**src/rtl/fft_rx_if.sv**
```systemverilog
// FFT output stream bundle: valid/sop/eop framing, complex sample, ready back-pressure.
interface fft_rx_if #(
  parameter int DW = 16
);
  logic          source_valid;
  logic          source_sop;
  logic          source_eop;
  logic [DW-1:0] source_real;
  logic [DW-1:0] source_imag;
  logic          source_ready;

  modport master (
    output source_valid, source_sop, source_eop, source_real, source_imag,
    input  source_ready
  );

  modport slave (
    input  source_valid, source_sop, source_eop, source_real, source_imag,
    output source_ready
  );
endinterface

```
**src/rtl/fft_rx_ctrl.sv**
```systemverilog
// Receives FFT output frames into a bin buffer and holds each frame until acknowledged.
// Optional saturating framing-error counter enabled by macro FFT_RX_ERRCNT_EN.
module fft_rx_ctrl #(
  parameter int N  = 128,
  parameter int DW = 16
) (
  input  logic                 clk,
  input  logic                 reset,
  fft_rx_if.slave              src,
  input  logic                 frame_ack,
  output logic                 wr_en,
  output logic [$clog2(N)-1:0] wr_addr,
  output logic [DW-1:0]        wr_real,
  output logic [DW-1:0]        wr_imag,
  output logic                 frame_done,
  output logic                 frame_err,
  output logic [7:0]           err_cnt
);

  localparam int AW = $clog2(N);
  localparam logic [AW-1:0] LAST = AW'(N - 1);

  typedef enum logic [1:0] {IDLE, RECV, HOLD} state_t;

  state_t        state, state_next;
  logic [AW-1:0] idx, idx_next;
  logic          wr_en_next, done_next, err_next;
  logic [AW-1:0] addr_next;
  logic [DW-1:0] real_next, imag_next;
  logic          accept;

  assign accept = src.source_valid && src.source_ready;

  always_comb begin
    // NOTE: every output of this block gets a default first, so no path can infer a latch.
    state_next = state;
    idx_next   = idx;
    wr_en_next = 1'b0;
    addr_next  = wr_addr;
    real_next  = wr_real;
    imag_next  = wr_imag;
    done_next  = 1'b0;
    err_next   = 1'b0;

    unique case (state)
      IDLE: begin
        if (accept && src.source_sop) begin
          wr_en_next = 1'b1;
          addr_next  = '0;
          real_next  = src.source_real;
          imag_next  = src.source_imag;
          idx_next   = AW'(1);
          state_next = RECV;
        end
      end
      RECV: begin
        if (accept) begin
          if (src.source_sop) begin
            // A fresh sop restarts the frame and outranks a coincident eop.
            err_next   = 1'b1;
            wr_en_next = 1'b1;
            addr_next  = '0;
            real_next  = src.source_real;
            imag_next  = src.source_imag;
            idx_next   = AW'(1);
          end else if (src.source_eop && idx == LAST) begin
            wr_en_next = 1'b1;
            addr_next  = idx;
            real_next  = src.source_real;
            imag_next  = src.source_imag;
            done_next  = 1'b1;
            idx_next   = '0;
            state_next = HOLD;
          end else if (src.source_eop || idx == LAST) begin
            err_next   = 1'b1;
            idx_next   = '0;
            state_next = IDLE;
          end else begin
            wr_en_next = 1'b1;
            addr_next  = idx;
            real_next  = src.source_real;
            imag_next  = src.source_imag;
            idx_next   = idx + AW'(1);
          end
        end
      end
      HOLD: begin
        if (frame_ack) state_next = IDLE;
      end
      default: state_next = IDLE;
    endcase
  end

  // NOTE: sequential state uses non-blocking assignments so all registers update together.
  always_ff @(posedge clk or posedge reset) begin
    if (reset) begin
      state            <= IDLE;
      idx              <= '0;
      src.source_ready <= 1'b0;
      wr_en            <= 1'b0;
      wr_addr          <= '0;
      wr_real          <= '0;
      wr_imag          <= '0;
      frame_done       <= 1'b0;
      frame_err        <= 1'b0;
    end else begin
      state            <= state_next;
      idx              <= idx_next;
      src.source_ready <= (state_next != HOLD);
      wr_en            <= wr_en_next;
      wr_addr          <= addr_next;
      wr_real          <= real_next;
      wr_imag          <= imag_next;
      frame_done       <= done_next;
      frame_err        <= err_next;
    end
  end

`ifdef FFT_RX_ERRCNT_EN
  // Counts on the same edge that raises frame_err, so both are visible together.
  always_ff @(posedge clk or posedge reset) begin
    if (reset)                             err_cnt <= '0;
    else if (err_next && err_cnt != 8'hFF) err_cnt <= err_cnt + 8'd1;
  end
`else
  assign err_cnt = '0;
`endif

endmodule
```
**src/flat_wrapper.sv**
```systemverilog
// flat-port wrapper written by rule: the top's interface ports become plain ports
module fft_rx_ctrl_flat 
#(
  parameter int N  = 128,
  parameter int DW = 16
)
  (clk, reset, frame_ack, wr_en, wr_addr, wr_real, wr_imag, frame_done, frame_err, err_cnt, src_source_valid, src_source_sop, src_source_eop, src_source_real, src_source_imag, src_source_ready);
  fft_rx_if #(.DW(DW)) src_i ();
  input  logic clk;
  input  logic reset;
  input  logic frame_ack;
  output logic wr_en;
  output logic [$clog2(N)-1:0] wr_addr;
  output logic [DW-1:0] wr_real;
  output logic [DW-1:0] wr_imag;
  output logic frame_done;
  output logic frame_err;
  output logic [7:0] err_cnt;
  input wire logic [$bits(src_i.source_valid)-1:0] src_source_valid;
  input wire logic [$bits(src_i.source_sop)-1:0] src_source_sop;
  input wire logic [$bits(src_i.source_eop)-1:0] src_source_eop;
  input wire logic [$bits(src_i.source_real)-1:0] src_source_real;
  input wire logic [$bits(src_i.source_imag)-1:0] src_source_imag;
  output wire logic [$bits(src_i.source_ready)-1:0] src_source_ready;
  assign src_i.source_valid = src_source_valid;
  assign src_i.source_sop = src_source_sop;
  assign src_i.source_eop = src_source_eop;
  assign src_i.source_real = src_source_real;
  assign src_i.source_imag = src_source_imag;
  assign src_source_ready = src_i.source_ready;
  fft_rx_ctrl #(.N(N), .DW(DW)) u_core (.clk(clk), .reset(reset), .src(src_i), .frame_ack(frame_ack), .wr_en(wr_en), .wr_addr(wr_addr), .wr_real(wr_real), .wr_imag(wr_imag), .frame_done(frame_done), .frame_err(frame_err), .err_cnt(err_cnt));
endmodule
```
**config.mk**
```make
export PLATFORM = sky130hd
export DESIGN_NAME = fft_rx_ctrl_flat
export DESIGN_NICKNAME = d
export VERILOG_FILES = /design/src/rtl/fft_rx_if.sv /design/src/rtl/fft_rx_ctrl.sv /design/src/flat_wrapper.sv
export SDC_FILE = /design/constraint.sdc
export NUM_CORES = 1
export LEC_CHECK = 0
export ABC_AREA = 1
export BUFFER_PORTS_ARGS = -buffer_cell sky130_fd_sc_hd__buf_2
export CELL_PAD_IN_SITES_DETAIL_PLACEMENT = 0
export CELL_PAD_IN_SITES_GLOBAL_PLACEMENT = 1
export CORE_ASPECT_RATIO = 1.2
export CORE_UTILIZATION = 34
export CTS_CLUSTER_SIZE = 30
export DETAILED_ROUTE_END_ITERATION = 12
export HOLD_SLACK_MARGIN = 0.08
export MAX_ROUTING_LAYER = met4
export PLACE_DENSITY = 0.81
export SETUP_SLACK_MARGIN = 0.3
export SYNTH_ARGS = -nofsm -noshare
export SYNTH_HDL_FRONTEND = slang
export SYNTH_SLANG_ARGS = --single-unit
```
**constraint.sdc**
```tcl
create_clock -name clk -period 2.56 [get_ports clk]
set_input_delay 0.128 -clock clk [delete_from_list [all_inputs] [get_ports clk]]
set_output_delay 0.128 -clock clk [all_outputs]
set_load 0.005 [all_outputs]
```
==> results.md <==
Run status:
- The run finished with clean final reports.

Placed design:
- The count of placed standard cells including taps is between 400 and 500.
- The total cell area at the placement stage is ~2700 sq um.
- Detailed placement ended at an HPWL of approximately 3500 microns.
- The global placement routability congestion is around 0.74.
- The post-placement worst setup slack is 0.3452 ns.
- The number of port buffers is 80.

Route:
- The via count is about 2100.
- The post-route antenna net violation count is 0.
- The count of routing violations after the opening detailed-route iteration is 66.
- After detailed routing, the number of remaining DRC violations is 0.
- The first-pass iteration count of the detailed router is 6.
- The detailed-route vias per instance is 4.386.
- The average wire per standard cell is around 11 microns.
- The total wire length is ~5200 microns.

Synthesis:
- The post-synthesis area per instance is about 8.4 sq um.
- The post-synthesis instance area is ~2300 sq um.
- The number of standard cells after synthesis is approximately 270.
- The synthesized design contains 52 register bits.
- The portion of the post-synthesis area used by sequential elements is 0.5686.
- The number of warnings issued by yosys is 0.
- The number of distinct standard cells referenced by the synthesized netlist is 15.

STA:
- The hold slack is approximately 0.13 ns.
- Setup violations remaining at the end of the flow were counted as 0.
- Dividing the final minimum period by the clock period gives 0.8183.
- For this run, the top clock speed supported by timing is between 400 and 500 MHz.
- For the finished layout, the period the worst path requires is ~2.1 ns.
- The count of final hold-check violations is 0.
- In the post-route analysis, the smallest setup slack over all paths is 0.4652 ns.
- Across the routed clock network, the largest skew measured is around 0.0083 ns.
- Setup total negative slack on the finished layout was measured at 0 ns.
- Setup repair after global routing left no endpoint under its margin.
- The final max-slew violation count is 0.

Clock network:
- The post-CTS clock slew at the launch and capture registers of the worst setup and hold paths is 0.09 ns.
- TritonCTS built the clock tree.
- The tree is rooted in a sky130_fd_sc_hd__clkbuf_8.
- Counting along the longest clock path gives a buffer depth of 2.
- The H-tree generated during clock tree synthesis spans 2 levels.
- The tree built by TritonCTS fans out to between 50 and 60 sinks.
- The number of clock buffers inserted by TritonCTS is 5.
- The clock insertion delay at the later pin of the skew report is 0.30 ns.

Power:
- The post-route total power is roughly 1.8 mW.
- The peak ir drop on the vdd network is between 0.2 and 0.3 mV.
- The power density over cell area is around 580 nW/um^2.
- For this design the static power due to leakage is around 1.8 nW.

Worst setup path:
- The worst setup path startpoint is u_core.idx[0]$_DFFE_PP0P_.
- The worst-path maximum fanout is 26.
- The worst endpoint required time is approximately 2.8 ns.
- The origin of the critical flop-to-flop path is u_core.idx[0]$_DFFE_PP0P_.
- The worst setup path is launched from a flop.
- The worst path arrival time is between 2 and 2.5 ns.
- The critical path is of the flop to flop type.
- The type of destination of the critical path is a flop.

Global routing:
- The first-pass GRT wire length is around 8800 microns.
- The via count of the first global-routing pass came to approximately 2000.
- The overall routing resource usage is 0.1602.
- The largest net degree at the start of global routing is 34.
- The initial antenna violation count is 0.
- Global routing finished with a remaining overflow of 0.

Layout:
- The final cell count without fillers is 474.
- Once layout is complete, the utilization of the core stands at 0.4915.
- The final standard cell area without fillers is about 3200 sq um.
- The layout-stage area growth over the synthesis result is 38.44%.
- The number of antenna repair diodes is 0.
- At the end of the flow, the number of nets in the layout was 429.
- In the final layout, the share of cells above drive strength 1 is 0.2494.

Min path:
- The classification of the worst-slack hold path is primary input to flop.
- The launch instance of the worst min-delay path is src_source_valid.

Floorplanning:
- In this run the count of I/O pins placed on the die edge is 89.
- The floorplan step set the die width to 76.89 microns.
- The overall die height is between 90 and 100 microns.
- The starting utilization of the core area is 0.3550.
- The floorplan has 32 rows.
- The die covers just over 7000 sq um.
- The total core area is roughly 6400 sq um.

Run:
- Max-cap violations in this run came to 0.
==> layout make-up <==
class / count / area [sq um]
Timing Repair Buffer: 117 / 779.5
Inverter: 24 / 92.59
Tap cell: 85 / 106.4
Multi-Input combinational cell: 188 / 780.7
Clock buffer: 6 / 72.57
Clock inverter: 2 / 35.03
Sequential cell: 52 / 1301
Fill cell: 651 / 3278
==> worst paths after layout <==
path | to | slack [ns] | cells after the start
min | u_core.frame_err$_DFF_PP0_ | 0.13 | 3
max reg2reg | u_core.wr_imag[1]$_DFFE_PP0P_ | 0.47 | 11
min reg2reg | u_core.wr_real[11]$_DFFE_PP0P_ | 0.48 | 2
min in group asynchronous | u_core.wr_imag[13]$_DFFE_PP0P_ | 0.38 | 3
max | u_core.wr_imag[1]$_DFFE_PP0P_ | 0.47 | 11
max in group asynchronous | u_core.wr_imag[6]$_DFFE_PP0P_ | 1.40 | 4
==> kinds of logic after synthesis <==
family	count (synthesis)	synth area share
AOI/OAI and AO/OA	15	0.03608
adders and majority gates	3	0.01640
buffers and inverters	41	0.1050
DFF	52	0.5686
other	1	0.001639
and+or+nand+nor	162	0.2723
==> layer usage <==
layer / global-route usage / up-vias / routed length [microns]
li1: - / 1037 / -
met1: 0.1833 / 970 / 2313
met2: 0.2760 / 66 / 2616
met3: 0.03085 / 6 / 256
met4: 0.06090 / 0 / 57
met5: - / - / 0
==> flip-flops by register name, indices dropped and copies added, names as in the netlist <==
| register | cells |
|---|---|
| u_core.frame_done | 1 |
| u_core.frame_err | 1 |
| u_core.idx | 7 |
| u_core.src.source_ready | 1 |
| u_core.state | 2 |
| u_core.wr_addr | 7 |
| u_core.wr_en | 1 |
| u_core.wr_imag | 16 |
| u_core.wr_real | 16 |
==> power by group <==
part,switching [mW],internal [mW],total (mW)
Sequential,0.0484,0.906,0.955
Clock,0.265,0.291,0.555
Combinational,0.169,0.162,0.331
==> critical path: stages, from the launching register on <==
cell and delay, ns:
sky130_fd_sc_hd__dfrtp_1 0.42, sky130_fd_sc_hd__ha_1 0.22, sky130_fd_sc_hd__nand2_1 0.13, sky130_fd_sc_hd__inv_1 0.05
sky130_fd_sc_hd__nand3_1 0.13, sky130_fd_sc_hd__ha_1 0.27, sky130_fd_sc_hd__o21ai_2 0.19, sky130_fd_sc_hd__nand2_4 0.17
sky130_fd_sc_hd__inv_4 0.14, sky130_fd_sc_hd__buf_12 0.18, sky130_fd_sc_hd__nand2_1 0.06, sky130_fd_sc_hd__nand2_1 0.07
==> what timing repair did <==
item / in CTS / in global routing
hold buffers: 34 / 0
buffers inserted: 0 / 0
endpoints found under the setup margin: 0 / 38
gates resized for setup: 0 / 3
endpoints found under the hold margin: 52 / 0
==> cells in the mapped netlist <==
master	n	area share
sky130_fd_sc_hd__o21ai_0	7	0.015
sky130_fd_sc_hd__nand3_1	10	0.022
sky130_fd_sc_hd__conb_1	1	0.0016
sky130_fd_sc_hd__inv_2	2	0.0033
sky130_fd_sc_hd__o21ai_2	2	0.0077
sky130_fd_sc_hd__dfrtp_1	52	0.57
sky130_fd_sc_hd__nor2_2	1	0.0027
sky130_fd_sc_hd__buf_6	6	0.030
sky130_fd_sc_hd__nand2_1	138	0.23
sky130_fd_sc_hd__a21oi_1	1	0.0022
sky130_fd_sc_hd__buf_4	11	0.036
sky130_fd_sc_hd__nor2_1	13	0.021
sky130_fd_sc_hd__ha_1	3	0.016
sky130_fd_sc_hd__inv_1	22	0.036
sky130_fd_sc_hd__o21ai_1	5	0.011
==> placed cells by master, fill, tap and decap left out <==
| cell type | count |
|---|---|
| sky130_fd_sc_hd__nand2_1 | 137 |
| sky130_fd_sc_hd__buf_2 | 80 |
| sky130_fd_sc_hd__dfrtp_1 | 52 |
| sky130_fd_sc_hd__dlygate4sd3_1 | 34 |
| sky130_fd_sc_hd__inv_1 | 21 |
| sky130_fd_sc_hd__nor2_1 | 13 |
| sky130_fd_sc_hd__nand3_1 | 10 |
| sky130_fd_sc_hd__conb_1 | 8 |
| sky130_fd_sc_hd__o21ai_0 | 7 |
| sky130_fd_sc_hd__o21ai_1 | 5 |
| sky130_fd_sc_hd__clkbuf_8 | 5 |
| sky130_fd_sc_hd__ha_1 | 3 |
| sky130_fd_sc_hd__inv_2 | 2 |
| sky130_fd_sc_hd__o21ai_2 | 2 |
| sky130_fd_sc_hd__nor2_2 | 1 |
| sky130_fd_sc_hd__a21oi_1 | 1 |
| sky130_fd_sc_hd__nand2_4 | 1 |
| sky130_fd_sc_hd__inv_4 | 1 |
| sky130_fd_sc_hd__clkinv_2 | 1 |
| sky130_fd_sc_hd__clkbuf_1 | 1 |
| sky130_fd_sc_hd__bufinv_16 | 1 |
| sky130_fd_sc_hd__buf_12 | 1 |
| sky130_fd_sc_hd__buf_6 | 1 |
| sky130_fd_sc_hd__buf_4 | 1 |
Note: power is estimated with default switching activity, not from simulation.
